--- config.mk ---
export PLATFORM = sky130hd
export DESIGN_NAME = sifh_peak_scan_flat
export DESIGN_NICKNAME = d
export VERILOG_FILES = /design/src/rtl/sifh_peak_scan_if.sv /design/src/rtl/sifh_peak_scan.sv /design/src/flat_wrapper.sv
export SDC_FILE = /design/constraint.sdc
export NUM_CORES = 1
export LEC_CHECK = 0
export ABC_AREA = 0
export BUFFER_PORTS_ARGS = -buffer_cell sky130_fd_sc_hd__buf_2
export CORE_MARGIN = 8
export CORE_UTILIZATION = 49
export DETAILED_ROUTE_END_ITERATION = 10
export PLACE_DENSITY = 0.75
export SLEW_MARGIN = 10
export SYNTH_ARGS = -nofsm -noshare
export SYNTH_HDL_FRONTEND = slang
export SYNTH_SLANG_ARGS = --single-unit
--- constraint.sdc ---
create_clock -name clk -period 2 [get_ports clk]
set_clock_uncertainty 0.15 [all_clocks]
set_input_delay 0.1 -clock clk [delete_from_list [all_inputs] [get_ports clk]]
set_output_delay 0.1 -clock clk [all_outputs]
set_load 0.02 [all_outputs]
--- src/rtl/sifh_peak_scan_if.sv ---
// ---------------------------------------------------------------------------
// sifh_peak_scan_if
// Purpose : Bundles the control handshake, histogram RAM port and peak result
//           signals of the peak scanner into one interface.
// Signals : start       - one-cycle scan request (to scanner)
//           busy, done  - scan status (from scanner)
//           ram_re, ram_raddr, ram_q        - histogram RAM read port
//           ram_we, ram_waddr, ram_wdata    - histogram RAM clear port
//           peak_valid, peak_pixel, peak_bin, peak_count - per-pixel result
// Modports: master - the scanner (drives RAM port and results)
//           slave  - the environment (drives start and RAM read data)
// ---------------------------------------------------------------------------
interface sifh_peak_scan_if #(
  parameter int PIXEL_NUM = 3,
  parameter int BIN_NUM   = 16,
  parameter int CNT_W     = 8,
  parameter int ADDR_W    = 6
);
  localparam int PIX_W = (PIXEL_NUM > 1) ? $clog2(PIXEL_NUM) : 1;
  localparam int BIN_W = (BIN_NUM > 1) ? $clog2(BIN_NUM) : 1;

  logic              start;
  logic              busy;
  logic              done;
  logic              ram_re;
  logic [ADDR_W-1:0] ram_raddr;
  logic [CNT_W-1:0]  ram_q;
  logic              ram_we;
  logic [ADDR_W-1:0] ram_waddr;
  logic [CNT_W-1:0]  ram_wdata;
  logic              peak_valid;
  logic [PIX_W-1:0]  peak_pixel;
  logic [BIN_W-1:0]  peak_bin;
  logic [CNT_W-1:0]  peak_count;

  modport master (
    input  start, ram_q,
    output busy, done, ram_re, ram_raddr, ram_we, ram_waddr, ram_wdata,
           peak_valid, peak_pixel, peak_bin, peak_count
  );

  modport slave (
    output start, ram_q,
    input  busy, done, ram_re, ram_raddr, ram_we, ram_waddr, ram_wdata,
           peak_valid, peak_pixel, peak_bin, peak_count
  );
endinterface

--- src/rtl/sifh_peak_scan.sv ---
// ---------------------------------------------------------------------------
// sifh_peak_scan
// Purpose : On a start request, reads every bin of every pixel histogram from
//           a RAM with one-cycle read latency and reports, per pixel, the bin
//           holding the largest count (lowest bin wins on ties).
// Ports   : clk     - clock, all logic on the rising edge
//           res     - synchronous active-high reset
//           scan_io - sifh_peak_scan_if.master (start/busy/done, RAM read and
//                     clear ports, peak result strobe and values)
// Option  : define SIFH_PEAK_CLEAR_EN to zero every bin as its data is
//           consumed, readying the RAM for the next acquisition. Without it
//           the write port stays idle (ram_we = 0, ram_waddr = 0).
// ---------------------------------------------------------------------------
module sifh_peak_scan #(
  parameter int PIXEL_NUM = 3,
  parameter int BIN_NUM   = 16,
  parameter int CNT_W     = 8,
  parameter int ADDR_W    = 6
) (
  input logic               clk,
  input logic               res,
  sifh_peak_scan_if.master  scan_io
);
  localparam int PIX_W = (PIXEL_NUM > 1) ? $clog2(PIXEL_NUM) : 1;
  localparam int BIN_W = (BIN_NUM > 1) ? $clog2(BIN_NUM) : 1;
  localparam logic [PIX_W-1:0] PIX_LAST = PIX_W'(PIXEL_NUM - 1);
  localparam logic [BIN_W-1:0] BIN_LAST = BIN_W'(BIN_NUM - 1);

  typedef enum logic [2:0] {
    ST_IDLE  = 3'd0,
    ST_READ  = 3'd1,
    ST_DRAIN = 3'd2,
    ST_EMIT  = 3'd3,
    ST_FIN   = 3'd4
  } state_t;

  state_t             state_q, state_d;
  logic [PIX_W-1:0]   pixel_q, pixel_d;
  logic [BIN_W-1:0]   bin_q, bin_d;
  // Compare stage: qualifies ram_q and remembers which bin it belongs to.
  logic               cmp_vld_q;
  logic [BIN_W-1:0]   cmp_bin_q;
  logic [CNT_W-1:0]   max_q, max_d;
  logic [BIN_W-1:0]   max_bin_q, max_bin_d;

  logic               busy_q;
  logic               done_q;
  logic               ram_re_q;
  logic [ADDR_W-1:0]  ram_raddr_q;
  logic               ram_we_q;
  logic [ADDR_W-1:0]  ram_waddr_q;
  logic               peak_valid_q;
  logic [PIX_W-1:0]   peak_pixel_q;
  logic [BIN_W-1:0]   peak_bin_q;
  logic [CNT_W-1:0]   peak_count_q;

  // Linear RAM address of a (pixel, bin) pair.
  function automatic logic [ADDR_W-1:0] bin_addr(input logic [PIX_W-1:0] pix,
                                                 input logic [BIN_W-1:0] bin);
    return ADDR_W'(pix) * ADDR_W'(BIN_NUM) + ADDR_W'(bin);
  endfunction

  // Scan sequencing: next state, pixel and bin counters.
  always_comb begin
    state_d = state_q;
    pixel_d = pixel_q;
    bin_d   = bin_q;
    case (state_q)
      ST_IDLE: begin
        if (scan_io.start) begin
          state_d = ST_READ;
          pixel_d = '0;
          bin_d   = '0;
        end else begin
          state_d = ST_IDLE;
        end
      end
      ST_READ: begin
        if (bin_q == BIN_LAST) begin
          state_d = ST_DRAIN;
        end else begin
          bin_d = bin_q + BIN_W'(1);
        end
      end
      ST_DRAIN: state_d = ST_EMIT;
      ST_EMIT: begin
        if (pixel_q < PIX_LAST) begin
          state_d = ST_READ;
          pixel_d = pixel_q + PIX_W'(1);
          bin_d   = '0;
        end else begin
          state_d = ST_FIN;
        end
      end
      ST_FIN:  state_d = ST_IDLE;
      default: state_d = ST_IDLE;
    endcase
  end

  // Running maximum: strict greater-than keeps the lowest bin on ties. The
  // clear on entering READ never collides with a compare because EMIT or
  // IDLE always separates the last compare of a pixel from the next READ.
  always_comb begin
    max_d     = max_q;
    max_bin_d = max_bin_q;
    if (cmp_vld_q && (scan_io.ram_q > max_q)) begin
      max_d     = scan_io.ram_q;
      max_bin_d = cmp_bin_q;
    end else if ((state_d == ST_READ) && (state_q != ST_READ)) begin
      max_d     = '0;
      max_bin_d = '0;
    end else begin
      max_d     = max_q;
      max_bin_d = max_bin_q;
    end
  end

  // State, counters, compare stage and registered outputs. Status outputs
  // are decoded from the next state so they line up with the state itself.
  always_ff @(posedge clk) begin
    if (res) begin
      state_q      <= ST_IDLE;
      pixel_q      <= '0;
      bin_q        <= '0;
      cmp_vld_q    <= 1'b0;
      cmp_bin_q    <= '0;
      max_q        <= '0;
      max_bin_q    <= '0;
      busy_q       <= 1'b0;
      done_q       <= 1'b0;
      ram_re_q     <= 1'b0;
      ram_raddr_q  <= '0;
      peak_valid_q <= 1'b0;
      peak_pixel_q <= '0;
      peak_bin_q   <= '0;
      peak_count_q <= '0;
    end else begin
      state_q      <= state_d;
      pixel_q      <= pixel_d;
      bin_q        <= bin_d;
      cmp_vld_q    <= ram_re_q;
      cmp_bin_q    <= bin_q;
      max_q        <= max_d;
      max_bin_q    <= max_bin_d;
      busy_q       <= (state_d == ST_READ) || (state_d == ST_DRAIN) ||
                      (state_d == ST_EMIT);
      done_q       <= (state_d == ST_FIN);
      ram_re_q     <= (state_d == ST_READ);
      ram_raddr_q  <= (state_d == ST_READ) ? bin_addr(pixel_d, bin_d) : '0;
      peak_valid_q <= (state_d == ST_EMIT);
      if (state_d == ST_EMIT) begin
        peak_pixel_q <= pixel_q;
        peak_bin_q   <= max_bin_d;
        peak_count_q <= max_d;
      end else begin
        peak_pixel_q <= peak_pixel_q;
        peak_bin_q   <= peak_bin_q;
        peak_count_q <= peak_count_q;
      end
    end
  end

`ifdef SIFH_PEAK_CLEAR_EN
  // Clear port: write zero to the word read last cycle, i.e. in the same
  // cycle its data is on ram_q and being consumed.
  always_ff @(posedge clk) begin
    if (res) begin
      ram_we_q    <= 1'b0;
      ram_waddr_q <= '0;
    end else begin
      ram_we_q    <= ram_re_q;
      ram_waddr_q <= ram_raddr_q;
    end
  end
`else
  // Clear port unused: held idle.
  always_ff @(posedge clk) begin
    if (res) begin
      ram_we_q    <= 1'b0;
      ram_waddr_q <= '0;
    end else begin
      ram_we_q    <= 1'b0;
      ram_waddr_q <= '0;
    end
  end
`endif

  assign scan_io.busy       = busy_q;
  assign scan_io.done       = done_q;
  assign scan_io.ram_re     = ram_re_q;
  assign scan_io.ram_raddr  = ram_raddr_q;
  assign scan_io.ram_we     = ram_we_q;
  assign scan_io.ram_waddr  = ram_waddr_q;
  assign scan_io.ram_wdata  = '0;
  assign scan_io.peak_valid = peak_valid_q;
  assign scan_io.peak_pixel = peak_pixel_q;
  assign scan_io.peak_bin   = peak_bin_q;
  assign scan_io.peak_count = peak_count_q;

endmodule

--- src/flat_wrapper.sv ---
// flat-port wrapper written by rule: the top's interface ports become plain ports
module sifh_peak_scan_flat 
#(
  parameter int PIXEL_NUM = 3,
  parameter int BIN_NUM   = 16,
  parameter int CNT_W     = 8,
  parameter int ADDR_W    = 6
)
  (clk, res, scan_io_start, scan_io_ram_q, scan_io_busy, scan_io_done, scan_io_ram_re, scan_io_ram_raddr, scan_io_ram_we, scan_io_ram_waddr, scan_io_ram_wdata, scan_io_peak_valid, scan_io_peak_pixel, scan_io_peak_bin, scan_io_peak_count);
  sifh_peak_scan_if #(.PIXEL_NUM(PIXEL_NUM), .BIN_NUM(BIN_NUM), .CNT_W(CNT_W), .ADDR_W(ADDR_W)) scan_io_i ();
  input logic clk;
  input logic res;
  input wire logic [$bits(scan_io_i.start)-1:0] scan_io_start;
  input wire logic [$bits(scan_io_i.ram_q)-1:0] scan_io_ram_q;
  output wire logic [$bits(scan_io_i.busy)-1:0] scan_io_busy;
  output wire logic [$bits(scan_io_i.done)-1:0] scan_io_done;
  output wire logic [$bits(scan_io_i.ram_re)-1:0] scan_io_ram_re;
  output wire logic [$bits(scan_io_i.ram_raddr)-1:0] scan_io_ram_raddr;
  output wire logic [$bits(scan_io_i.ram_we)-1:0] scan_io_ram_we;
  output wire logic [$bits(scan_io_i.ram_waddr)-1:0] scan_io_ram_waddr;
  output wire logic [$bits(scan_io_i.ram_wdata)-1:0] scan_io_ram_wdata;
  output wire logic [$bits(scan_io_i.peak_valid)-1:0] scan_io_peak_valid;
  output wire logic [$bits(scan_io_i.peak_pixel)-1:0] scan_io_peak_pixel;
  output wire logic [$bits(scan_io_i.peak_bin)-1:0] scan_io_peak_bin;
  output wire logic [$bits(scan_io_i.peak_count)-1:0] scan_io_peak_count;
  assign scan_io_i.start = scan_io_start;
  assign scan_io_i.ram_q = scan_io_ram_q;
  assign scan_io_busy = scan_io_i.busy;
  assign scan_io_done = scan_io_i.done;
  assign scan_io_ram_re = scan_io_i.ram_re;
  assign scan_io_ram_raddr = scan_io_i.ram_raddr;
  assign scan_io_ram_we = scan_io_i.ram_we;
  assign scan_io_ram_waddr = scan_io_i.ram_waddr;
  assign scan_io_ram_wdata = scan_io_i.ram_wdata;
  assign scan_io_peak_valid = scan_io_i.peak_valid;
  assign scan_io_peak_pixel = scan_io_i.peak_pixel;
  assign scan_io_peak_bin = scan_io_i.peak_bin;
  assign scan_io_peak_count = scan_io_i.peak_count;
  sifh_peak_scan #(.PIXEL_NUM(PIXEL_NUM), .BIN_NUM(BIN_NUM), .CNT_W(CNT_W), .ADDR_W(ADDR_W)) u_core (.clk(clk), .res(res), .scan_io(scan_io_i));
endmodule
After elaboration in Yosys (flattened, before gate mapping)
Cells that the tools add are included.
{"block": "word_totals", "mem_count": 0, "output_inout_bits": 39, "in_bits": 11, "regBits": 50, "mem_bits_rw": 0, "mem_bits_ro": 0, "latchBits": 0, "word_cells": 51}
{"block": "op_classes", "addsub": 3, "mul": 0, "shift": 0, "n_bitwise": 1, "n_eq_ne": 9, "magnitude_cmp": 2, "n_reduce_logical": 6, "muxes": 15, "div": 0}
{"cell": "4-bit 2-to-1 mux", "n": 5}
{"cell": "8-bit 2-to-1 mux", "n": 2}
{"cell": "3-bit by 2-bit equality test with 1-bit output (second input constant)", "n": 4}
{"cell": "3-bit case mux with 4 select lines", "n": 1}
{"cell": "4-bit case mux with 3 select lines", "n": 1}
{"cell": "8-bit greater-than comparator", "n": 1}
{"cell": "6-bit by 4-bit adder with 6-bit output", "n": 1}
{"cell": "3-bit by 1-bit equality test with 1-bit output (second input constant)", "n": 2}
{"cell": "3-bit 2-to-1 mux", "n": 2}
{"cell": "4-bit by 1-bit adder with 4-bit output (second input constant)", "n": 1}
{"cell": "4-bit equality test (second input constant)", "n": 1}
{"cell": "2-bit 2-to-1 mux", "n": 2}
{"cell": "2-bit case mux with 2 select lines", "n": 1}
{"cell": "3-bit equality test (second input constant)", "n": 1}
{"cell": "3-bit logical NOT", "n": 1}
{"cell": "3-bit by 1-bit inequality test with 1-bit output (second input constant)", "n": 1}
{"cell": "2-bit by 1-bit adder with 2-bit output (second input constant)", "n": 1}
{"cell": "1-bit logical AND", "n": 2}
{"cell": "1-bit logical OR", "n": 2}
{"cell": "2-bit less-than comparator (second input constant)", "n": 1}
{"cell": "2-bit OR reduction", "n": 1}
{"cell": "1-bit 2-to-1 mux", "n": 1}
{"cell": "1-bit inverter", "n": 1}

Longest topological paths before layout
{"block": "logic_depth", "depth_word": 7, "mapped_depth": 9, "ltp_nobuf": 7}

Worst setup path after synthesis
OpenSTA, ideal clock, no wires.
{"block": "synth_timing", "kind": "reg-to-reg", "startpoint": "register u_core.max_q[3]", "endpoint": "register u_core.peak_bin_q[0] (netlist: u_core.scan_io.peak_bin[0])", "stages_incl_launch_ff": 9, "arrival_ns": 1.747, "path_buffers": 1, "setup_slack_ns": -0.039, "required_time_ns": 1.708, "synth_period_minus_slack_ns": 2.039, "setup_ns": 0.142, "cell_sequence": "dfxtp_1 inv_1 ha_1 nand4_1 nand2_1 a211o_1 buf_2 a221oi_1 a211oi_2"}
{"block": "synth_between", "elab_chain_cells": 3}
{"element": "start: declaration", "line": "sifh_peak_scan.sv:43", "source": "logic [CNT_W-1:0] max_q, max_d;"}
{"element": "start signal: assignment", "line": "sifh_peak_scan.sv:143", "source": "max_q <= max_d;"}
{"element": "8-bit greater-than comparator", "line": "sifh_peak_scan.sv:106", "source": "if (cmp_vld_q && (scan_io.ram_q > max_q)) begin"}
{"element": "1-bit logical AND", "line": "sifh_peak_scan.sv:106"}
{"element": "4-bit 2-to-1 mux", "line": "sifh_peak_scan.sv:106"}
{"element": "end signal: assignment", "line": "sifh_peak_scan.sv:153", "source": "peak_bin_q <= max_bin_d;"}
{"element": "end signal: assignment", "line": "sifh_peak_scan.sv:157", "source": "peak_bin_q <= peak_bin_q;"}
{"element": "end: declaration", "line": "sifh_peak_scan.sv:54", "source": "logic [BIN_W-1:0] peak_bin_q;"}
No other way between the ends.
A chain may end at the register's enable or synchronous reset.

Final worst setup path
{"block": "layout_timing", "startpoint": "register u_core.max_q[1]", "endpoint": "register u_core.max_bin_q[2]"}
{"block": "layout_between", "elab_chain_cells": 3}
{"element": "8-bit greater-than comparator", "line": "sifh_peak_scan.sv:106"}
{"element": "1-bit logical AND", "line": "sifh_peak_scan.sv:106"}
{"element": "4-bit 2-to-1 mux", "line": "sifh_peak_scan.sv:106"}
{"element": "end signal: assignment", "line": "sifh_peak_scan.sv:144", "source": "max_bin_q <= max_bin_d;"}
{"element": "end: declaration", "line": "sifh_peak_scan.sv:44", "source": "logic [BIN_W-1:0] max_bin_q, max_bin_d;"}
No other way between the ends.

==> metrics.md <==
| Metric | Value |
|---|---|
| Final-report setup violation count | 15 |
| Yosys reg bits | 50 |
| Dpl ws | -93.3 ps |
| Grt total ovfl | 0 |
| Compound-Gate Fraction of Synth Area | 0.227 |
| Core ar. | approximately 4800 sq um |
| Syn avg cell area | between 9 and 10 sq um |
| DRT Wirelength | roughly 5800 microns |
| Vert. Die Dim | between 80 and 90 microns |
| F_max | 486 MHz |
| Setup CP Type | reg2reg |
| Synth warn | 0 |
| RSZ-0062 raised after global routing | yes |
| Post-route insts no fill | 391 |
| Hold Slack | 5.36 ps |
| # fillers | between 300 and 400 |
| Worst-Skew Late Latency | 310 ps |
| Clock root buffer | clkbuf_8 |
| Clock Pin Slew Worst Setup and Hold Paths | 100 ps |
| Minimum clock period | 2060 ps |
| Die ar. | 7540 sq um |
| Critical path endpoint category | register |
| Yosys top cell by area | dfxtp_1 |
| Hold path depth | 3 |
| Initial Utilization | 0.514 |
| Post-Syn Area | around 2500 sq um |
| Sequential share of the synthesized area | 0.407 |
| Post-route ant nets | 0 |
| Via/cell ratio | 5.41 |
| Post-synth EDFFs | 0 |
| Commonest cells in the netlist | 50 x dfxtp_1, 21 x a21oi_1, 20 x nor2b_1, 16 x buf_4 |
| Gpl congestion | 0.774 |
| Post-DP HPWL | 3660 microns |
| Worst setup margin | -55.9 ps |
| Rows | 25 |
| Dominant cell by count in the synthesized netlist | dfxtp_1 |
| Die width | 86.9 microns |
| Number of global-route vias before repair | 2,133 |
| Largest net degree at the start of global routing | 40 |
| Final hold viol count | 0 |
| N_diodes | 0 |
| Via count | 2,114 |
| CTS tree | yes |
| Max-cap violations | 0 |
| Pins Over Slew Limit | 0 |
| Drt first pass iters | 4 |
| Synth Flop Type | dfxtp_1 |
| Synth Instances | 264 |
| H-tree depth | 2 |
| First-pass GRT wire length | 9480 microns |
| Mux share of post-synthesis cell area | 0.00814 |
| Initial antenna violation count | 0 |
| Critical path data required time | about 2100 ps |
| Distinct cells, synth | 39 |
| Tcrit/Tclk final | 1.03 |
| Run status | complete, but fails checks |
| Ratio of cells with drive above 1 in the final layout | 0.355 |
| Top cells by area, synth | dfxtp_1 41%, ha_1 5.1%, nor2b_1 5.1% |
| Max VDD drop | 0.000469 V |
| Post-Synth Adder-Cell Area | 0.0509 |
| # nets final | 344 |
| Clock buffer depth | 2 |
| Post-route DRC | 0 |
| Setup TNS | -366 ps |
| Post-route cell area | 3250 sq um |
| Cts bufs inserted | 5 |
| Xor/xnor share of the synthesized area | 0 |
| Gr usage total | 0.153 |
| Leak | 1.27 nW |
| CP Max Fanout | 6 |
| Pwr dens | about 660 nW/um^2 |
| Per-cell routed wire length | between 10 and 15 microns |
| I/O Buffers | 34 |
| Placed Area | 2740 sq um |
| Initial DRC Count | 112 |
| Layout area overhead | 31.9% |
| Placed insts | 368 |
| Asr flop ratio synth | 0 |
| Data arrival time of the worst path | 2110 ps |
| Simple-Gate Fraction of Synth Area | 0.200 |
| CP Launch Type | register |
| Top cell type's share of synthesized area | 0.407 |
| Io pins | 50 |
| Failing checks | setup timing |
| FF-to-FF path depth | 10 |
| CTS Sinks | 50 |
| Worst min path class | in2reg |
| Main combinational cell family by area after synthesis | compound AO/OA/AOI/OAI gates |
worst paths after layout:
path,start,to,slack [ps]
worst max-delay path,u_core.max_q[1]$_SDFF_PP0_,u_core.max_bin_q[2]$_SDFF_PP0_,-60
worst min-delay path,scan_io_ram_q[6],u_core.scan_io.peak_count[6]$_SDFFE_PP0P_,5
worst max register to register,u_core.max_q[1]$_SDFF_PP0_,u_core.max_bin_q[2]$_SDFF_PP0_,-60
worst min register to register,u_core.max_bin_q[3]$_SDFF_PP0_,u_core.max_bin_q[3]$_SDFF_PP0_,320
repair_timing:
action                                  4_1_cts  5_1_grt
pin swaps                                     9       12
hold buffers                                  9        1
setup buffers                                 4        1
hold endpoints to repair                      9        1
cloned                                        0        0
gates resized for setup                      18       30
endpoints found under the setup margin       14       26
layout make-up:
class                   instances  area, sq um  area share
inverters                      12         45.0      0.0139
flip-flops and latches         50         1000       0.310
multi-input cells             182         1460       0.449
clock buffers                   5         68.8      0.0212
clock inverters                 3         47.5      0.0146
well taps                      67         83.8      0.0258
repair buffers                 72          539       0.166
power breakdown:
part	internal (mW)	leakage (nW)	switching, mW
clock network	0.380	0.0587	0.360
registers	1.03	0.407	0.0165
logic	0.158	0.808	0.212
flip-flops by register name, indices dropped and copies added (netlist names):
register                   cells
u_core.pixel_q                 2
u_core.scan_io.ram_raddr       6
u_core.scan_io.peak_valid      1
u_core.scan_io.peak_pixel      2
u_core.scan_io.done            1
u_core.max_bin_q               4
u_core.cmp_bin_q               4
u_core.state_q                 3
u_core.scan_io.busy            1
u_core.scan_io.peak_bin        4
u_core.max_q                   8
u_core.scan_io.ram_re          1
u_core.bin_q                   4
u_core.scan_io.peak_count      8
u_core.cmp_vld_q               1
per-stage QoR:
stage	total power, mW	util
finish	2.15	0.678
global route	2.25	0.678
CTS	2.13	0.639
detailed placement	1.36	0.573
global placement	1.36	0.573
floorplan	1.30	-
per-layer routing:
metal  track usage  wire, microns  vias to the layer above
met3        0.0434            296                       10
met4        0.0501             73                        0
met2         0.278           2940                       50
met1         0.165           2500                     1007
li1              -              -                     1047
met5             0              0                        -
logic make-up after synthesis:
group,Yosys count
mux,2
fa+ha+maj,10
buf+inv,46
simple gates,84
other cells,1
compound gates,71
flops,50
placed cells by master, fill, tap and decap left out, types with 5 or more instances in the layout:
cell type,instances
dfxtp_1,47
buf_2,34
a21oi_1,21
nor2b_1,18
buf_4,17
conb_1,15
nand4_1,14
nand2b_1,14
a211oi_2,12
nor2_1,11
inv_1,10
dlygate4sd3_1,10
buf_6,9
ha_1,8
o21ai_1,7
nor3_1,7
a221oi_4,6
a221oi_2,6
nand2_1,5
clkbuf_8,5
critical path: stages, from the launching register on:
cell and delay, ps:
dfxtp_2 340, inv_2 40, ha_4 260, nor2b_4 130, o211ai_1 80, a211o_1 380
buf_6 180, buf_6 130, buf_6 110, nand4_1 70, o21ai_1 70
Power figures use the tool's default switching activity.
